==> config.mk <==
export PLATFORM = sky130hd
export DESIGN_NAME = conv_window_ctrl
export DESIGN_NICKNAME = d
export VERILOG_FILES = /design/src/rtl/conv_window_ctrl.sv
export SDC_FILE = /design/constraint.sdc
export NUM_CORES = 1
export LEC_CHECK = 0
export ABC_AREA = 1
export CAP_MARGIN = 20
export CELL_PAD_IN_SITES_DETAIL_PLACEMENT = 1
export CELL_PAD_IN_SITES_GLOBAL_PLACEMENT = 2
export CORE_MARGIN = 3
export CORE_UTILIZATION = 29
export DETAILED_ROUTE_END_ITERATION = 6
export PLACE_DENSITY_LB_ADDON = 0.1
export REMOVE_ABC_BUFFERS = 1
export SLEW_MARGIN = 20
export SYNTH_ARGS = -nofsm -noshare
export SYNTH_HDL_FRONTEND = slang
export SYNTH_SLANG_ARGS = --single-unit
==> constraint.sdc <==
create_clock -name clk -period 1.8 [get_ports clk]
set_input_delay 0.18 -clock clk [delete_from_list [all_inputs] [get_ports clk]]
set_output_delay 0.18 -clock clk [all_outputs]
set_load 0.01 [all_outputs]
==> src/rtl/conv_window_ctrl.sv <==
// ---------------------------------------------------------------------------
// conv_window_ctrl
//
// Frame-level sequencer for the 3x3 convolution front end. It accepts a
// raster-order pixel stream and tracks the (row, col) position of each
// accepted pixel. It drives the line-buffer write on the accept, and drives
// the window-buffer push one cycle later to line up with the line buffer's
// read latency. Alongside the push it emits a tag that marks the pushes which
// close a legal, non-wrapping 3x3 window. The pixel source is stalled
// whenever the downstream consumer is not ready.
//
// Parameters
//   IMG_W, IMG_H  image width / height in pixels (each >= 3)
//   COL_W, ROW_W  column / row counter widths
//
// Ports
//   clk          clock, rising edge
//   reset        synchronous, active-high reset
//   start        begins a frame; honoured only while idle
//   pix_valid    source has a pixel
//   pix_ready    controller accepts a pixel (combinational)
//   ds_ready     downstream can take a window this cycle
//   lb_wr_en     line buffer write, equal to the accept (combinational)
//   wb_in_valid  window buffer push, the accept delayed by one cycle
//   tag_valid    the push closes a legal 3x3 window
//   tag_row      top-left row of that window, 0 when untagged
//   tag_col      top-left column of that window, 0 when untagged
//   busy         a frame is in progress
//   done         one-cycle pulse at frame completion
// ---------------------------------------------------------------------------
module conv_window_ctrl #(
    parameter int IMG_W = 28,
    parameter int IMG_H = 28,
    parameter int COL_W = $clog2(IMG_W),
    parameter int ROW_W = $clog2(IMG_H)
) (
    input  logic             clk,
    input  logic             reset,
    input  logic             start,
    input  logic             pix_valid,
    output logic             pix_ready,
    input  logic             ds_ready,
    output logic             lb_wr_en,
    output logic             wb_in_valid,
    output logic             tag_valid,
    output logic [ROW_W-1:0] tag_row,
    output logic [COL_W-1:0] tag_col,
    output logic             busy,
    output logic             done
);

    localparam logic [1:0] S_IDLE  = 2'd0;
    localparam logic [1:0] S_RUN   = 2'd1;
    localparam logic [1:0] S_FLUSH = 2'd2;

    localparam logic [COL_W-1:0] COL_LAST = COL_W'(IMG_W - 1);
    localparam logic [ROW_W-1:0] ROW_LAST = ROW_W'(IMG_H - 1);
    localparam logic [COL_W-1:0] COL_TWO  = COL_W'(2);
    localparam logic [ROW_W-1:0] ROW_TWO  = ROW_W'(2);

    logic [1:0]       r_state;
    logic [COL_W-1:0] r_col;
    logic [ROW_W-1:0] r_row;

    logic             r_push_vld_p1;
    logic             r_tag_vld_p1;
    logic [ROW_W-1:0] r_tag_row_p1;
    logic [COL_W-1:0] r_tag_col_p1;
    logic             r_done;

    logic             w_pix_ready;
    logic             w_accept;
    logic             w_col_last;
    logic             w_row_last;
    logic             w_win_hit;
    logic             w_tag_vld_p0;

    // ---- stage p0: accept and position decode -----------------------------
    assign w_pix_ready  = (r_state == S_RUN) && ds_ready;
    assign w_accept     = w_pix_ready && pix_valid;
    assign w_col_last   = (r_col == COL_LAST);
    assign w_row_last   = (r_row == ROW_LAST);

    // The current pixel is the bottom-right corner of a window whose top-left
    // corner is two rows up and two columns left. Columns 0 and 1 would pair
    // with pixels from the previous row, so those windows are masked.
    assign w_win_hit    = (r_row >= ROW_TWO) && (r_col >= COL_TWO);
    assign w_tag_vld_p0 = w_accept && w_win_hit;

    always_ff @(posedge clk) begin
        if (reset) begin
            r_state <= S_IDLE;
            r_col   <= '0;
            r_row   <= '0;
        end else begin
            case (r_state)
                S_IDLE: begin
                    if (start) begin
                        r_state <= S_RUN;
                        r_col   <= '0;
                        r_row   <= '0;
                    end
                end
                S_RUN: begin
                    if (w_accept) begin
                        if (w_col_last) begin
                            r_col <= '0;
                            if (w_row_last) begin
                                // Last pixel of the frame: one flush cycle
                                // lets its window-buffer push go out.
                                r_row   <= '0;
                                r_state <= S_FLUSH;
                            end else begin
                                r_row <= r_row + ROW_W'(1);
                            end
                        end else begin
                            r_col <= r_col + COL_W'(1);
                        end
                    end
                end
                S_FLUSH: begin
                    r_state <= S_IDLE;
                end
                default: begin
                    r_state <= S_IDLE;
                end
            endcase
        end
    end

    // ---- stage p1: window-buffer push, tag and completion pulse -----------
    always_ff @(posedge clk) begin
        if (reset) begin
            r_push_vld_p1 <= 1'b0;
            r_tag_vld_p1  <= 1'b0;
            r_tag_row_p1  <= '0;
            r_tag_col_p1  <= '0;
            r_done        <= 1'b0;
        end else begin
            r_push_vld_p1 <= w_accept;
            r_tag_vld_p1  <= w_tag_vld_p0;
            r_tag_row_p1  <= w_tag_vld_p0 ? (r_row - ROW_TWO) : '0;
            r_tag_col_p1  <= w_tag_vld_p0 ? (r_col - COL_TWO) : '0;
            r_done        <= (r_state == S_FLUSH);
        end
    end

    assign pix_ready   = w_pix_ready;
    assign lb_wr_en    = w_accept;
    assign wb_in_valid = r_push_vld_p1;
    assign tag_valid   = r_tag_vld_p1;
    assign tag_row     = r_tag_row_p1;
    assign tag_col     = r_tag_col_p1;
    assign busy        = (r_state != S_IDLE);
    assign done        = r_done;

endmodule

**After elaboration in Yosys (flattened, before gate mapping)**

Cells that the tools add are included.

- Logic and storage cells: 47
- Memories: 0
- Bits in latches: 0
- Register bits after elaboration: 25
- RAM bits: 0
- Bits of input ports: 5
- ROM bits: 0

- Shifts and indexed selects: 0
- Add/sub/neg operators: 4
- Reductions and logical operators: 11
- Divide/modulo/power cells: 0
- Mux-type cells: 13
- Multiply operators: 0
- Equal/unequal tests: 8
- $lt $le $gt $ge: 2
- Bitwise logic cells: 1

Operators by type and width:

| cell | number |
|---|---|
| two-way mux 5 bit | 6 |
| case mux 5 bit (2 select lines) | 2 |
| adder 5 x 1 -> 5 bit (second input constant) | 2 |
| equality test 5 bit (second input constant) | 2 |
| >= comparator 5 x 2 -> 1 bit (second input constant) | 2 |
| subtractor 5 x 2 -> 5 bit (second input constant) | 2 |
| two-way mux 2 bit | 4 |
| != test 2 bit (second input constant) | 4 |
| AND reduction 4 bit | 2 |
| logical AND 1 bit | 4 |
| case mux 2 bit (2 select lines) | 1 |
| nonzero test 2 bit | 2 |
| AND reduction 3 bit | 1 |
| equality test 2 x 1 -> 1 bit (second input constant) | 1 |
| equality test 2 bit (second input constant) | 1 |
| zero test 2 bit | 1 |
| OR reduction 2 bit | 1 |
| NOT 1 bit | 1 |

**Logic depth before layout (Yosys ltp)**

Gate-level depths: netlist of the first run.

- Depth in word-level cells: 6
- Depth in mapped cells: 10
- Gate-level depth less buffers: 10

**Worst setup path before layout of the first run**

OpenSTA, ideal clock, no wires.

- Path kind: register -> register
- From: register r_col[1]
- To: register r_row[3]
- Path slack: 0.410 ns
- Data arrival time: 1.277 ns
- Stages on the path, launching flop included: 9
- Required time: 1.687 ns
- Period minus slack after synthesis: 1.390 ns
- Buffers on the path: 0
- Path through: dfxtp_1 -> ha_1 -> nand4_1 -> nand2_1 -> nand2_2 -> nor2_4 -> nand2_1 -> nand2_1 -> nor2_1

- Cells in the longest elaborated chain, start to end: 3

RTL lines:

| element | RTL line | text |
|---|---|---|
| start, declared | 62 | `logic [COL_W-1:0] r_col;` |
| start signal, assigned | 117 | `r_col <= r_col + COL_W'(1);` |
| equality test 5 bit | 81 | `assign w_col_last = (r_col == COL_LAST);` |
| != test 2 bit (no line) | n/a |  |
| AND reduction 4 bit (no line) | n/a |  |
| end signal, assigned | 114 | `r_row <= r_row + ROW_W'(1);` |
| end, declared | 63 | `logic [ROW_W-1:0] r_row;` |

Every way passes these cells.
A chain may end at the register's enable or synchronous reset.

**Final worst setup path of the first run**

- From: register r_state[1]
- To: output pix_ready

- Cells in the longest elaborated chain, start to end: 2

RTL lines:

| element | RTL line | text |
|---|---|---|
| start, declared | 61 | `logic [1:0] r_state;` |
| start signal, assigned | 92 | `r_state <= S_IDLE;` |
| start signal, assigned | 99 | `r_state <= S_RUN;` |
| start signal, assigned | 112 | `r_state <= S_FLUSH;` |
| equality test 2 x 1 -> 1 bit | 79 | `assign w_pix_ready = (r_state == S_RUN) && ds_ready;` |
| logical AND 1 bit | 79 |  |
| end, declared | 41 | `output logic pix_ready,` |

Every way passes these cells.

==> results of run 1 <==
-- sequential cells by signal, indices dropped and copies added (netlist names) --
name         count
done             1
r_col            5
r_row            5
r_state          2
tag_col          5
tag_row          5
tag_valid        1
wb_in_valid      1
-- layout by cell type (no fill, tap or decap) --
master / Yosys / layout
dfxtp_1: 25 / 24
clkbuf_8: 0 / 3
inv_1: 17 / 17
a31oi_1: 1 / 1
clkinvlp_4: 0 / 1
inv_2: 4 / 4
o21ai_2: 1 / 1
nor3_1: 2 / 2
dfxtp_2: 0 / 1
nand2_1: 34 / 34
o21bai_1: 1 / 1
o21ai_0: 4 / 4
xor2_1: 4 / 4
nand4_1: 2 / 2
nor2_2: 5 / 5
a21oi_1: 7 / 7
xnor2_1: 2 / 2
buf_4: 0 / 4
nand3b_1: 1 / 1
dlygate4sd2_1: 0 / 1
nand2_2: 3 / 3
nand3_1: 8 / 8
nand2_4: 1 / 1
nand3_2: 1 / 1
ha_1: 8 / 8
nor2_1: 26 / 26
clkdlybuf4s50_1: 0 / 19
nor2_4: 4 / 4
-- through the flow --
stage | cells | util (%) | cell area, um2
after floorplan | 161 | - | 1220
after global placement | 235 | 37.3 | 1510
after detailed placement | 235 | 37.3 | 1510
after CTS | 239 | 38.5 | 1560
after global routing | 239 | 38.5 | 1560
final | 239 | 38.5 | 1560
-- routing by layer --
layer  vias to the layer above  GRT usage, %  routed length (um)
met5                         -             0                   0
met4                         0          1.88                  22
met3                         2          3.51                 159
met2                        24          22.3                1300
met1                       480          16.2                1450
li1                        559             -                   -
-- final cells by class --
cell class	count	area share, %
clock buffers	3	2.64
clock inverters	1	0.480
inverters	21	5.04
multi-input cells	115	41.1
flip-flops and latches	25	32.1
well taps	50	4.00
repair buffers	24	14.7
-- power by group through the flow --
stage	registers, mW	logic, mW	clock network, mW
after floorplan	0.618	0.193	0
after global placement	0.621	0.276	0
after detailed placement	0.623	0.285	0
after CTS	0.610	0.286	0.364
after global routing	0.615	0.325	0.386
final	0.609	0.281	0.347
-- final timing paths --
kind	from	end	slack [ns]	cells after the start
worst max-delay path	r_state[1]	pix_ready	0.12	4
worst min-delay path	r_row[1]	tag_row[1]	0.51	1
worst max register to register	r_col[0]	r_row[4]	0.20	8
worst min register to register	r_row[1]	tag_row[1]	0.51	1
-- critical path, delay by kind of cell (launching register included) --
family        cells  cell delay [ns]
simple gates      2             0.21
buf+inv           2             0.65
flops             1             0.36
-- what timing repair did --
item	4_1_cts	5_1_grt
gates resized for setup	2	0
setup endpoints to repair	1	0
hold buffers	0	0
-- kinds of logic after synthesis --
kind of cell,Yosys count
flops,25
xor+xnor,6
compound gates,14
simple gates,87
fa+ha+maj,8
buf+inv,23
==> metrics.md, run 1 <==
| Metric | Value |
|---|---|
| Area contributors post-synth | dfxtp_1 (40%), nand2_1 (10%), ha_1 (8.1%) |
| Switch Pwr | between 300 and 400 uW |
| Ys flop type | dfxtp_1 |
| Post-synth top area share | roughly two fifths |
| YS warnings | 0 |
| Worst hold slack | 0.514 ns |
| Final layout net count | 203 |
| CTS tree | yes |
| Clock power frac | between 20 and 30% |
| Synthesized area per cell | 7.59 um2 |
| Pin count of the biggest net entering global routing | 16 |
| Synth Area in Simple Gates | roughly a third |
| Pint | 842 uW |
| RSZ-0062 raised after global routing | false |
| Dpl hpwl | between 2 and 2.5 mm |
| Count of final max-slew check failures | 0 |
| Global placement routability congestion | just under 0.8 |
| Worst Skew | about 0.00095 ns |
| Final period utilization | a little over 90% |
| H-Tree Depth | 1 |
| Fraction of layout cells with a size suffix above 1 | between 10 and 15% |
| Async SR Flop Fraction | 0% |
| Pwr per Cell Area | between 700 and 800 mW/mm2 |
| Worst EP arrival | around 1.5 ns |
| Worst hold path class | reg -> reg |
| Die area | a little over 0.005 mm2 |
| Critical path's slowest cell | clkdlybuf4s50_1 |
| Max stage delay on crit path | ~0.55 ns |
| Hold Vio Cnt, Final | 0 |
| Sequential power share | 49.3% |
| Clk sinks | 25 |
| Final WS setup | 0.122 ns |
| Post-route DRC violation count | 0 |
| Max-cap violations | 0 |
| LEAKAGE | 0.707 nW |
| Inserted Clock Buffers | 3 |
| Die width | a little over 70 um |
| Sw Share | between 30% and 40% |
| CP startpoint kind | register |
| Complex-gate fraction of the synthesized area | 6.27% |
| Worst slack at placement | 0.122 ns |
| Synth area leader | dfxtp_1 |
| Synth Register Bits | 25 |
| Sequential fraction of the synthesis area | 40.4% |
| Least-Margin Pin Slew | 0.309 ns |
| Vias in the first global route | approximately 1200 |
| 1st-iter DRT viols | 20 |
| Most common cell in the netlist | nand2_1 |
| First-pass GRT wire length | between 5 and 6 mm |
| Worst-skew pair later-pin latency | between 0.2 and 0.3 ns |
| F_max | approximately 600 MHz |
| Root buf cell | clkbuf_8 |
| Critical Path RT | 1.62 ns |
| Crit path time final | about 1.7 ns |
| Combinational family with the most area after synthesis | simple AND/OR/NAND/NOR gates |
| Total power | 1.24 mW |
| Gr ovfl total | 0 |
| Post-Synth XOR/XNOR Area | 4.25% |
| Post-Syn Area | approximately 0.0012 mm2 |
| Setup TNS Final | 0 ns |
| WL per Instance | about 12 um |
| Adder-cell share of the synthesized area | under 10% |
| Crit path capture type | output pin |
| CP cell instances | inv_2 > nand2_2 > nor2_4 > clkdlybuf4s50_1 |
| FF/Latch Area | between 500 and 600 um2 |
| Core box area | between 0.004 and 0.005 mm2 |
| # diodes | 0 |
| Worst Path Max Fanout | 5 |
| Detail Route Antenna Nets | 0 |
| Synth cell count leaders | nand2_1 (34), nor2_1 (26), dfxtp_1 (25), inv_1 (17) |
| Relative slew margins | between 70% and 80% |
| Combinational power share | approximately 23% |
| TritonRoute pass-1 iters | 4 |
| PortBufs | 20 |
| Post-synthesis mux area share | 0% |
| Die height | 71.3 um |
| Final setup viols | 0 |
| Filler cells | around 510 |
| Site Rows | 23 |
| Drt via density | roughly 4.5 |
| Gr usage total | between 10% and 20% |
| Yosys cell types | 24 |
| Area occupied by multi-input gates | 642 um2 |
| I/O pin cnt | 21 |
| Via count | about 1100 |
| Worst VDD drop | 478 uV |
| Clock transition at path regs | around 0.09 ns |
| Routed WL | just under 3 mm |
| Clock tree buffer depth | 2 |
| Initial antenna violation count | 0 |
| Crit path kind | reg -> out |
| Postcts setup bufs | 0 |
| Number of enable flip-flop cells after synthesis | 0 |
| Status | finished clean |
| Starting Density | between 30% and 40% |
| Area growth, synth to finish | 26.3% |
| Cells after synthesis | about 160 |
No activity file was read; power rests on OpenSTA's default activity.
==> inputs of run 2 (changes only) <==
- CAP_MARGIN: 20 -> not set
- CORE_UTILIZATION: 29 -> 30
- DONT_BUFFER_PORTS: not set -> 1
- REMOVE_ABC_BUFFERS: 1 -> not set
==> run 2 against run 1 <==
  * Routed wire length up 1.8%
  * Sequential power about the same
  * Non-clock buffer count down 20
  * Worst hold slack worse by 0.42 ns
  * Clock skew about the same
  * Largest cell class unchanged
==> metrics.md, run 2 (synthesized netlist as in run 1, its figures left out) <==
| Metric | Value |
|---|---|
| H-Tree Depth | 1 |
| Core box area | ~0.0038 mm2 |
| Detail Route Antenna Nets | 0 |
| Setup TNS Final | 0 ns |
| Reg-to-Reg End | r_row[3] |
| Placed cell area | 0.00130 mm2 |
| Critical path's slowest cell | dfxtp_1 |
| Site Rows | 22 |
| Clock transition at path regs | 0.09 ns |
| Initial antenna violation count | 0 |
| Final instance area | 0.00136 mm2 |
| Pin count of the biggest net entering global routing | 16 |
| Crit path capture type | register |
| CP startpoint | r_col[0] |
| Final WS setup | roughly 0.21 ns |
| Die height | approximately 70 um |
| Area growth, synth to finish | 10.1% |
| Worst setup path endpoint | r_row[3] |
| Post-route DRC violation count | 0 |
| Commonest non-fill, non-tap cell in the layout | nand2_1 |
| Worst VDD drop | roughly 280 uV |
| Worst Skew | ~0.0012 ns |
| Crit path time final | approximately 1.6 ns |
| Final setup viols | 0 |
| Die area | 0.00493 mm2 |
| Max-cap violations | 0 |
| Starting Density | 32.3% |
| Vias in the first global route | approximately 1000 |
| Final period utilization | between 80 and 90% |
| DP Cell Count | roughly 210 |
| Final layout net count | roughly 180 |
| Gr usage total | around an eighth |
| Non-filler cells, final | around 220 |
| TritonRoute pass-1 iters | 4 |
| Hold Vio Cnt, Final | 0 |
| Crit path kind | reg -> reg |
| Most frequent cells in the layout | nand2_1 (34), nor2_1 (26), dfxtp_1 (25), inv_1 (17) |
| Worst hold path class | in -> reg |
| Critical path's most frequent cell | nand2_1 |
| FF-to-FF path depth | 8 |
| Status | finished clean |
| Inserted Clock Buffers | 3 |
| Worst EP arrival | 1.77 ns |
| Fraction of layout cells with a size suffix above 1 | 15.4% |
| Gr ovfl total | 0 |
| Max stage delay on crit path | ~0.42 ns |
| R2R setup slack | roughly 0.21 ns |
| LEAKAGE | about 0.63 nW |
| Worst-skew pair later-pin latency | about 0.27 ns |
| 1st-iter DRT viols | 22 |
| Clock tree buffer depth | 2 |
| Postcts setup bufs | 0 |
| # diodes | 0 |
| Worst flop-to-flop path startpoint | r_col[0] |
| Routed WL | about 3.0 mm |
| Drt via density | approximately 4.7 |
| Relative slew margins | approximately three quarters |
| CTS tree | yes |
| First-pass GRT wire length | between 4 and 5 mm |
| Die width | 70.2 um |
| Worst Path Max Fanout | 6 |
| WL per Instance | 13.8 um |
| PortBufs | 0 |
| Least-Margin Pin Slew | about 0.39 ns |
| Clk sinks | 25 |
| F_max | between 600 and 700 MHz |
| Worst slack at placement | slightly above 0.2 ns |
| Global placement routability congestion | roughly 0.77 |
| Pwr per Cell Area | roughly 890 mW/mm2 |
| Root buf cell | clkbuf_8 |
| Critical Path RT | 1.98 ns |
| Via count | a little over 1000 |
| I/O pin cnt | 21 |
| Count of final max-slew check failures | 0 |
| Dpl hpwl | 2.40 mm |
| CP cell instances | ha_1 > nand4_1 > nand2_1 > nand2_2 > nor2_4 > nand2_1 > nand2_1 > nor2_1 |
| CP startpoint kind | register |
| Mapped Nets | approximately 180 |
| RSZ-0062 raised after global routing | false |
-- run 2: cell count changes in the layout (fill, tap and decap cells not counted) --
cell,before,now
dfxtp_2,1,0
dlygate4sd2_1,1,0
dlygate4sd3_1,0,1
dfxtp_1,24,25
clkdlybuf4s50_1,19,0
buf_4,4,3
-- run 2: area by class of cell --
type	count	area [um2]
fill	475	2460
multi-input combinational	115	642
sequential	25	500
inverter	21	78.8
tap	48	60.1
clock buffer	3	41.3
timing repair buffer	4	32.5
clock inverter	1	7.51
-- run 2: critical path: cells and delay by family (launching register included) --
| family | cells | cell delay [ns] |
|---|---|---|
| flip-flops | 1 | 0.42 |
| adder cells (fa/ha/maj) | 1 | 0.26 |
| AND/OR/NAND/NOR | 7 | 0.83 |
-- run 2: worst min-delay path by stage --
stage,start,to,slack [ns],cells after the start
floorplan,reset,r_col[0],0.25,1
global placement,reset,r_col[1],0.25,1
detailed placement,reset,r_col[0],0.25,1
CTS,pix_valid,wb_in_valid,0.09,2
global route,pix_valid,wb_in_valid,0.09,2
finish,pix_valid,wb_in_valid,0.09,2
-- run 2: per-layer routing --
| metal | routed length [um] | vias to the layer above | track usage (%) |
|---|---|---|---|
| li1 | - | 518 | - |
| met1 | 1500 | 490 | 16.4 |
| met2 | 1360 | 18 | 20.5 |
| met3 | 97 | 4 | 2.45 |
| met4 | 38 | 0 | 4.47 |
| met5 | 0 | - | 0 |
-- run 2: through the flow --
step                util, %  total power, mW  hold WS [ns]
finish                 35.6             1.22        0.0928
global route           35.6             1.29        0.0863
CTS                    35.6             1.24        0.0889
detailed placement     34.1            0.878         0.254
global placement       34.1            0.872         0.251
floorplan                 -            0.814         0.249
-- run 2: what timing repair did --
item                      in CTS  in global routing
resized for setup              0                  0
hold endpoints to repair       6                  0
hold buffers                   1                  0
-- run 2: power by group --
group | total (mW) | leakage, nW | switching (mW) | internal [mW]
clock network | 0.348 | 0.0217 | 0.191 | 0.157
logic | 0.256 | 0.406 | 0.170 | 0.0857
registers | 0.612 | 0.203 | 0.0337 | 0.578
total | 1.22 | 0.631 | 0.394 | 0.821
